### config.mk
export PLATFORM = sky130hd
export DESIGN_NAME = pif_ram_port_arbiter_flat
export DESIGN_NICKNAME = d
export VERILOG_FILES = /design/src/rtl/pif_ram_port_arbiter_if.sv /design/src/rtl/pif_ram_port_arbiter.sv /design/src/flat_wrapper.sv
export SDC_FILE = /design/constraint.sdc
export NUM_CORES = 1
export LEC_CHECK = 0
export BUFFER_PORTS_ARGS = -buffer_cell sky130_fd_sc_hd__buf_2
export CORE_AREA = 2 2 78 80
export CTS_CLUSTER_SIZE = 16
export DETAILED_ROUTE_END_ITERATION = 8
export DIE_AREA = 0 0 80 82
export PLACE_DENSITY = 0.73
export SYNTH_ARGS = -nofsm -noshare
export SYNTH_HDL_FRONTEND = slang
export SYNTH_SLANG_ARGS = --single-unit
### constraint.sdc
create_clock -name clk -period 2.31 [get_ports clk]
set_clock_uncertainty 0.1 [all_clocks]
set_input_delay 0.1155 -clock clk [delete_from_list [all_inputs] [get_ports clk]]
set_output_delay 0.1155 -clock clk [all_outputs]
set_load 0.01 [all_outputs]
### src/rtl/pif_ram_port_arbiter_if.sv
// PIF RAM byte-port bundle: two requesters (m0 = CPU window, m1 = joybus DMA) plus the RAM side.
// slave = arbiter view, master = requester/RAM-model view.
interface pif_ram_port_arbiter_if #(
  parameter int ADDR_W = 11,
  parameter int DATA_W = 8
);
  logic              m0_req;
  logic              m0_we;
  logic              m0_lock;
  logic [ADDR_W-1:0] m0_addr;
  logic [DATA_W-1:0] m0_wdata;
  logic              m0_ready;
  logic              m0_rvalid;
  logic [DATA_W-1:0] m0_rdata;

  logic              m1_req;
  logic              m1_we;
  logic              m1_lock;
  logic [ADDR_W-1:0] m1_addr;
  logic [DATA_W-1:0] m1_wdata;
  logic              m1_ready;
  logic              m1_rvalid;
  logic [DATA_W-1:0] m1_rdata;

  logic [ADDR_W-1:0] mem_addr;
  logic              mem_we;
  logic              mem_oe;
  logic [DATA_W-1:0] mem_wdata;
  logic [DATA_W-1:0] mem_rdata;

  modport slave (
    input  m0_req, m0_we, m0_lock, m0_addr, m0_wdata,
    output m0_ready, m0_rvalid, m0_rdata,
    input  m1_req, m1_we, m1_lock, m1_addr, m1_wdata,
    output m1_ready, m1_rvalid, m1_rdata,
    output mem_addr, mem_we, mem_oe, mem_wdata,
    input  mem_rdata
  );

  modport master (
    output m0_req, m0_we, m0_lock, m0_addr, m0_wdata,
    input  m0_ready, m0_rvalid, m0_rdata,
    output m1_req, m1_we, m1_lock, m1_addr, m1_wdata,
    input  m1_ready, m1_rvalid, m1_rdata,
    input  mem_addr, mem_we, mem_oe, mem_wdata,
    output mem_rdata
  );
endinterface

### src/rtl/pif_ram_port_arbiter.sv
// Per-access arbiter for the PIF RAM CPU byte port: m0 priority, m1 starvation guard, lock for RMW.
// Accept in N -> RAM strobe in N+1 -> rvalid in N+1+RD_LATENCY; a requester waits (ready low) while it loses.
module pif_ram_port_arbiter #(
  parameter int ADDR_W       = 11,
  parameter int DATA_W       = 8,
  parameter int RD_LATENCY   = 1,
  parameter int STARVE_LIMIT = 4
) (
  input logic                  clk,
  input logic                  reset,
  pif_ram_port_arbiter_if.slave bus
);
  typedef enum logic [1:0] {
    IDLE  = 2'd0,
    LOCK0 = 2'd1,
    LOCK1 = 2'd2
  } state_e;

  localparam logic [3:0] STARVE_MAX = 4'(STARVE_LIMIT);

  state_e                state_q,     state_d;
  logic [3:0]            starve_q,    starve_d;
  logic [ADDR_W-1:0]     mem_addr_q,  mem_addr_d;
  logic [DATA_W-1:0]     mem_wdata_q, mem_wdata_d;
  logic                  mem_we_q,    mem_we_d;
  logic                  mem_oe_q,    mem_oe_d;
  logic                  oe_own_q,    oe_own_d;
  logic [RD_LATENCY-1:0] tag_vld_q,   tag_vld_d;
  logic [RD_LATENCY-1:0] tag_own_q,   tag_own_d;
  logic [DATA_W-1:0]     rdata0_q,    rdata0_d;
  logic [DATA_W-1:0]     rdata1_q,    rdata1_d;

  logic gnt0;
  logic gnt1;
  logic rvalid0;
  logic rvalid1;

  // Ownership and arbitration; a held lock shuts out the other requester entirely.
  always_comb begin
    gnt0    = 1'b0;
    gnt1    = 1'b0;
    state_d = state_q;
    case (state_q)
      LOCK0: begin
        gnt0 = bus.m0_req;
        if (!(bus.m0_req && bus.m0_lock)) state_d = IDLE;
      end
      LOCK1: begin
        gnt1 = bus.m1_req;
        if (!(bus.m1_req && bus.m1_lock)) state_d = IDLE;
      end
      default: begin
        gnt1 = bus.m1_req && (!bus.m0_req || starve_q == STARVE_MAX);
        gnt0 = bus.m0_req && !gnt1;
        if (gnt0 && bus.m0_lock)      state_d = LOCK0;
        else if (gnt1 && bus.m1_lock) state_d = LOCK1;
      end
    endcase

    starve_d = starve_q;
    if (gnt1) begin
      starve_d = '0;
    end else if (bus.m1_req && starve_q != STARVE_MAX) begin
      starve_d = starve_q + 4'd1;
    end
  end

  always_comb begin
    mem_we_d    = (gnt0 && bus.m0_we)  || (gnt1 && bus.m1_we);
    mem_oe_d    = (gnt0 && !bus.m0_we) || (gnt1 && !bus.m1_we);
    oe_own_d    = gnt1;
    mem_addr_d  = mem_addr_q;
    mem_wdata_d = mem_wdata_q;
    if (gnt1) begin
      mem_addr_d  = bus.m1_addr;
      mem_wdata_d = bus.m1_wdata;
    end else if (gnt0) begin
      mem_addr_d  = bus.m0_addr;
      mem_wdata_d = bus.m0_wdata;
    end
  end

  // Owner tag rides alongside the RAM read latency so returns go back in issue order.
  always_comb begin
    tag_vld_d    = '0;
    tag_own_d    = '0;
    tag_vld_d[0] = mem_oe_q;
    tag_own_d[0] = oe_own_q;
    for (int i = 1; i < RD_LATENCY; i++) begin
      tag_vld_d[i] = tag_vld_q[i-1];
      tag_own_d[i] = tag_own_q[i-1];
    end
  end

  always_comb begin
    rvalid0  = tag_vld_q[RD_LATENCY-1] && !tag_own_q[RD_LATENCY-1];
    rvalid1  = tag_vld_q[RD_LATENCY-1] &&  tag_own_q[RD_LATENCY-1];
    rdata0_d = rvalid0 ? bus.mem_rdata : rdata0_q;
    rdata1_d = rvalid1 ? bus.mem_rdata : rdata1_q;
  end

  always_ff @(posedge clk or posedge reset) begin
    if (reset) begin
      state_q     <= IDLE;
      starve_q    <= '0;
      mem_addr_q  <= '0;
      mem_wdata_q <= '0;
      mem_we_q    <= 1'b0;
      mem_oe_q    <= 1'b0;
      oe_own_q    <= 1'b0;
      tag_vld_q   <= '0;
      tag_own_q   <= '0;
      rdata0_q    <= '0;
      rdata1_q    <= '0;
    end else begin
      state_q     <= state_d;
      starve_q    <= starve_d;
      mem_addr_q  <= mem_addr_d;
      mem_wdata_q <= mem_wdata_d;
      mem_we_q    <= mem_we_d;
      mem_oe_q    <= mem_oe_d;
      oe_own_q    <= oe_own_d;
      tag_vld_q   <= tag_vld_d;
      tag_own_q   <= tag_own_d;
      rdata0_q    <= rdata0_d;
      rdata1_q    <= rdata1_d;
    end
  end

  assign bus.m0_ready  = gnt0;
  assign bus.m1_ready  = gnt1;
  assign bus.m0_rvalid = rvalid0;
  assign bus.m1_rvalid = rvalid1;
  assign bus.m0_rdata  = rdata0_d;
  assign bus.m1_rdata  = rdata1_d;
  assign bus.mem_addr  = mem_addr_q;
  assign bus.mem_wdata = mem_wdata_q;
  assign bus.mem_we    = mem_we_q;
  assign bus.mem_oe    = mem_oe_q;
endmodule

### src/flat_wrapper.sv
// flat-port wrapper written by rule: the top's interface ports become plain ports
module pif_ram_port_arbiter_flat 
#(
  parameter int ADDR_W       = 11,
  parameter int DATA_W       = 8,
  parameter int RD_LATENCY   = 1,
  parameter int STARVE_LIMIT = 4
)
  (clk, reset, bus_m0_req, bus_m0_we, bus_m0_lock, bus_m0_addr, bus_m0_wdata, bus_m0_ready, bus_m0_rvalid, bus_m0_rdata, bus_m1_req, bus_m1_we, bus_m1_lock, bus_m1_addr, bus_m1_wdata, bus_m1_ready, bus_m1_rvalid, bus_m1_rdata, bus_mem_addr, bus_mem_we, bus_mem_oe, bus_mem_wdata, bus_mem_rdata);
  pif_ram_port_arbiter_if #(.ADDR_W(ADDR_W), .DATA_W(DATA_W)) bus_i ();
  input logic clk;
  input logic reset;
  input wire logic [$bits(bus_i.m0_req)-1:0] bus_m0_req;
  input wire logic [$bits(bus_i.m0_we)-1:0] bus_m0_we;
  input wire logic [$bits(bus_i.m0_lock)-1:0] bus_m0_lock;
  input wire logic [$bits(bus_i.m0_addr)-1:0] bus_m0_addr;
  input wire logic [$bits(bus_i.m0_wdata)-1:0] bus_m0_wdata;
  output wire logic [$bits(bus_i.m0_ready)-1:0] bus_m0_ready;
  output wire logic [$bits(bus_i.m0_rvalid)-1:0] bus_m0_rvalid;
  output wire logic [$bits(bus_i.m0_rdata)-1:0] bus_m0_rdata;
  input wire logic [$bits(bus_i.m1_req)-1:0] bus_m1_req;
  input wire logic [$bits(bus_i.m1_we)-1:0] bus_m1_we;
  input wire logic [$bits(bus_i.m1_lock)-1:0] bus_m1_lock;
  input wire logic [$bits(bus_i.m1_addr)-1:0] bus_m1_addr;
  input wire logic [$bits(bus_i.m1_wdata)-1:0] bus_m1_wdata;
  output wire logic [$bits(bus_i.m1_ready)-1:0] bus_m1_ready;
  output wire logic [$bits(bus_i.m1_rvalid)-1:0] bus_m1_rvalid;
  output wire logic [$bits(bus_i.m1_rdata)-1:0] bus_m1_rdata;
  output wire logic [$bits(bus_i.mem_addr)-1:0] bus_mem_addr;
  output wire logic [$bits(bus_i.mem_we)-1:0] bus_mem_we;
  output wire logic [$bits(bus_i.mem_oe)-1:0] bus_mem_oe;
  output wire logic [$bits(bus_i.mem_wdata)-1:0] bus_mem_wdata;
  input wire logic [$bits(bus_i.mem_rdata)-1:0] bus_mem_rdata;
  assign bus_i.m0_req = bus_m0_req;
  assign bus_i.m0_we = bus_m0_we;
  assign bus_i.m0_lock = bus_m0_lock;
  assign bus_i.m0_addr = bus_m0_addr;
  assign bus_i.m0_wdata = bus_m0_wdata;
  assign bus_m0_ready = bus_i.m0_ready;
  assign bus_m0_rvalid = bus_i.m0_rvalid;
  assign bus_m0_rdata = bus_i.m0_rdata;
  assign bus_i.m1_req = bus_m1_req;
  assign bus_i.m1_we = bus_m1_we;
  assign bus_i.m1_lock = bus_m1_lock;
  assign bus_i.m1_addr = bus_m1_addr;
  assign bus_i.m1_wdata = bus_m1_wdata;
  assign bus_m1_ready = bus_i.m1_ready;
  assign bus_m1_rvalid = bus_i.m1_rvalid;
  assign bus_m1_rdata = bus_i.m1_rdata;
  assign bus_mem_addr = bus_i.mem_addr;
  assign bus_mem_we = bus_i.mem_we;
  assign bus_mem_oe = bus_i.mem_oe;
  assign bus_mem_wdata = bus_i.mem_wdata;
  assign bus_i.mem_rdata = bus_mem_rdata;
  pif_ram_port_arbiter #(.ADDR_W(ADDR_W), .DATA_W(DATA_W), .RD_LATENCY(RD_LATENCY), .STARVE_LIMIT(STARVE_LIMIT)) u_core (.clk(clk), .reset(reset), .bus(bus_i));
endmodule
==> impl_metrics.py <==
metrics = {
    "die": {
        "num_rows": 28,
        "design.core.area_sq_mm": 0.00575,
        "die-width_um": 80,
        "die_h_um": 82,
        "dieArea_sq_mm": 0.00656,
        "ios": 95,
        "start_util_pct": 36.8,
    },
    "timing": {
        "fmax_ghz": 0.461,
        "slew_violations": 0,
        "finalCritPeriodShare_pct": 93.8,
        "hold_ws_ns": 0.00449,
        "fin_crit_ns": 2.17,
        "setup_viol": 0,
        "tightest_slew_ns": 0.589,
        "fin_tns_setup_ns": 0,
        "rsz0062_at_grt": "false",
        "maxSlewHeadroom_pct": 60.6,
        "hold_violations": 0,
    },
    "critical_path": {
        "crit_required_ns": 2.39,
        "path_cells": "inv_1 > ha_4 > o21a_1 > buf_4 > o21ai_0 > o22ai_1 > dlygate4sd3_1",
        "critPathLaunchType": "flip-flop",
        "slowest_delay_ns": 0.56,
        "ff2ff_setup_slack_ns": 0.14,
        "cp_num_buf_inv": 3,
        "worst_r2r_path_depth": 7,
        "crit_slowest_cell": "dlygate4sd3_1",
        "crit_fanout": 21,
        "cp_top_family": "buffers and inverters",
        "cp.arrival_ns": 2.25,
        "path_depth": 7,
        "end_kind": "flip-flop",
        "critPathKind": "flip-flop to flip-flop",
    },
    "drt": {
        "num_vias": 1959,
        "viasPerCell": 5.11,
        "routedWlPerCell_um": 15.9,
        "wl_mm": 6.08,
        "drt_iter0_drc": 122,
        "remaining_drc_errors": 0,
        "dr.pass1.iters": 5,
        "ant_nets": 0,
    },
    "placement": {
        "routabilityCongestion": 0.859,
        "dpl.hpwl_mm": 3.98,
        "port_buffers": 94,
    },
    "synth": {
        "synth_compound_area_share_pct": 17.4,
        "ys_ff_latch": 46,
        "yosysTopAreaCell": "dfrtp_1",
        "synth_cells": 167,
        "yosys_warnings": 0,
        "synth_mux_area_share_pct": 8.52,
        "seq_area_frac_synth_pct": 54.4,
        "synth_area_leaders": "dfrtp_1 (54%), o221a_2 (10%), mux2_2 (8.5%)",
        "synth_xor_area_share_pct": 0,
        "synth_top_area_share_pct": 54.4,
        "syn-num-nets": 225,
        "synth-simple-area-share_pct": 12.0,
        "netlist-cell-type-count": 35,
        "synth_top_family_by_area": "compound AO/OA/AOI/OAI gates",
        "syn_area_sq_mm": 0.00212,
        "synth_fa_ha_area_share_pct": 2.37,
        "avgSynthCellArea_sq_um": 12.7,
    },
    "status": {
        "outcome": "completed",
    },
    "hold_path": {
        "hold_depth": 2,
        "hold_path_class": "primary input to flip-flop",
    },
    "power_and_ir_drop": {
        "p_per_area_mw_per_mm2": 1220,
        "peakVddDrop_v": 0.000538,
        "p_leak_nw": 1.53,
    },
    "clock_network": {
        "root_buffer": "clkbuf_8",
        "cts.sinks": 46,
        "path_clk_slew_ns": 0.09,
        "cts_tree": "done",
        "h-tree-depth": 2,
        "cts_setup_buffers": 0,
        "worst_skew_pair.late_latency_ns": 0.29,
        "numCtsBuffers": 5,
        "clk_path_buf_depth": 2,
    },
    "cells_and_area": {
        "nets": 365,
        "drive_gt1_share_pct": 49.0,
        "multiInputGateArea_sq_um": 866,
        "n_antenna_cell": 0,
        "nFillCells": 487,
        "seqCellArea_sq_mm": 0.00115,
        "syn2layout_area_growth_pct": 51.4,
    },
    "flow_run": {
        "cap_violations": 0,
    },
    "grt": {
        "grt_overflow": 0,
        "grt_pass1_wl_mm": 8.96,
        "grt_max_degree": 22,
        "gr-usage-all-layers_pct": 17.8,
        "grt_pass1_vias": 1948,
        "antenna_found_initial": 0,
    },
}
-- flip-flops by register name, summed over array words and instances (netlist names), 2 cells and up --
name and flops:
u_core.rdata0_q 8, u_core.state_q 2, u_core.starve_q 4, u_core.bus.mem_wdata 8, u_core.rdata1_q 8, u_core.bus.mem_addr 11
-- final cells by class --
cell class              instances  share of cell area (%)
repair buffers                143                    29.4
clock buffers                   5                    2.15
well taps                      75                    2.93
clock inverters                 3                    1.37
inverters                      10                    1.17
flip-flops and latches         46                    35.9
multi-input cells             101                    27.0
-- cells by family (layout without fill, tap and decap cells) --
kind of cell,Yosys count,in the layout
DFF,46,46
and+or+nand+nor,41,41
AOI/OAI and AO/OA,40,40
buffers and inverters,20,161
muxes,16,16
adders and majority gates,4,4
-- final timing paths --
| path | to | from |
|---|---|---|
| max in group asynchronous | u_core.rdata0_q[4] | reset |
| max | u_core.bus.mem_oe | u_core.state_q[0] |
| min in group asynchronous | u_core.bus.mem_addr[1] | reset |
| max reg2reg | u_core.bus.mem_oe | u_core.state_q[0] |
| min | u_core.bus.mem_addr[1] | bus_m1_addr[1] |
| min reg2reg | u_core.tag_own_q | u_core.oe_own_q |
-- report_power, final --
part / switching [W] / total (W) / internal, W
sequential: 0.000193 / 0.00138 / 0.00119
clock: 0.000276 / 0.000601 / 0.000324
combinational: 0.000959 / 0.00193 / 0.000967
total: 0.00143 / 0.00391 / 0.00248
-- stage by stage --
| step | util [%] | worst slack (ns) | power [W] | instance area, sq um | instances |
|---|---|---|---|---|---|
| floorplan | - | 0.479 | 0.00259 | 2120 | 167 |
| global placement | 46.3 | 0.367 | 0.00316 | 2660 | 333 |
| detailed placement | 46.3 | 0.282 | 0.00323 | 2660 | 333 |
| CTS | 54.2 | 0.0273 | 0.00388 | 3110 | 375 |
| global route | 55.8 | 0.0610 | 0.00417 | 3200 | 383 |
| finish | 55.8 | 0.143 | 0.00391 | 3200 | 383 |
-- routing by layer --
layer	track usage (%)	wire (um)
met5	0	0
met4	6.44	201
met3	3.63	353
met2	32.3	3060
met1	20.7	2470
-- layout by cell type (no fill, tap or decap), types with 2 or more instances in the layout --
master	instances
mux2_2	16
o21a_1	2
ha_1	3
or3_1	20
and3_1	2
a21oi_1	6
clkbuf_8	5
o221a_2	19
nand3_1	6
nand2_1	6
inv_2	2
buf_4	7
dfrtp_1	46
buf_2	94
o21ai_0	3
dlygate4sd3_1	42
inv_1	8
-- synth_stat cells --
master and instances:
dfrtp_1 46, or3_1 20, o221a_2 19, mux2_2 16, inv_1 9, a21oi_1 6
nand2_1 6, nand3_1 6, ha_1 4, clkbuf_1 3, o21ai_0 3, and3_1 2
buf_2 2, buf_4 2, buf_6 2, o21a_1 2, a211o_1 1, a21o_1 1
a22o_1 1, a31oi_1 1, a32oi_1 1, and3b_2 1, buf_8 1, inv_2 1
nand3b_1 1, nand3b_4 1, nand4_1 1, nand4b_1 1, nor2b_1 1, nor3_1 1
o2111a_1 1, o211ai_1 1, o211ai_4 1, o21ai_2 1, o22ai_1 1
-- timing repair --
action | in CTS | in global routing
hold buffers | 34 | 8
endpoints found under the setup margin | 0 | 2
endpoints found under the hold margin | 52 | 8
resized for setup | 0 | 2
Note: power is estimated with default switching activity, not from simulation.
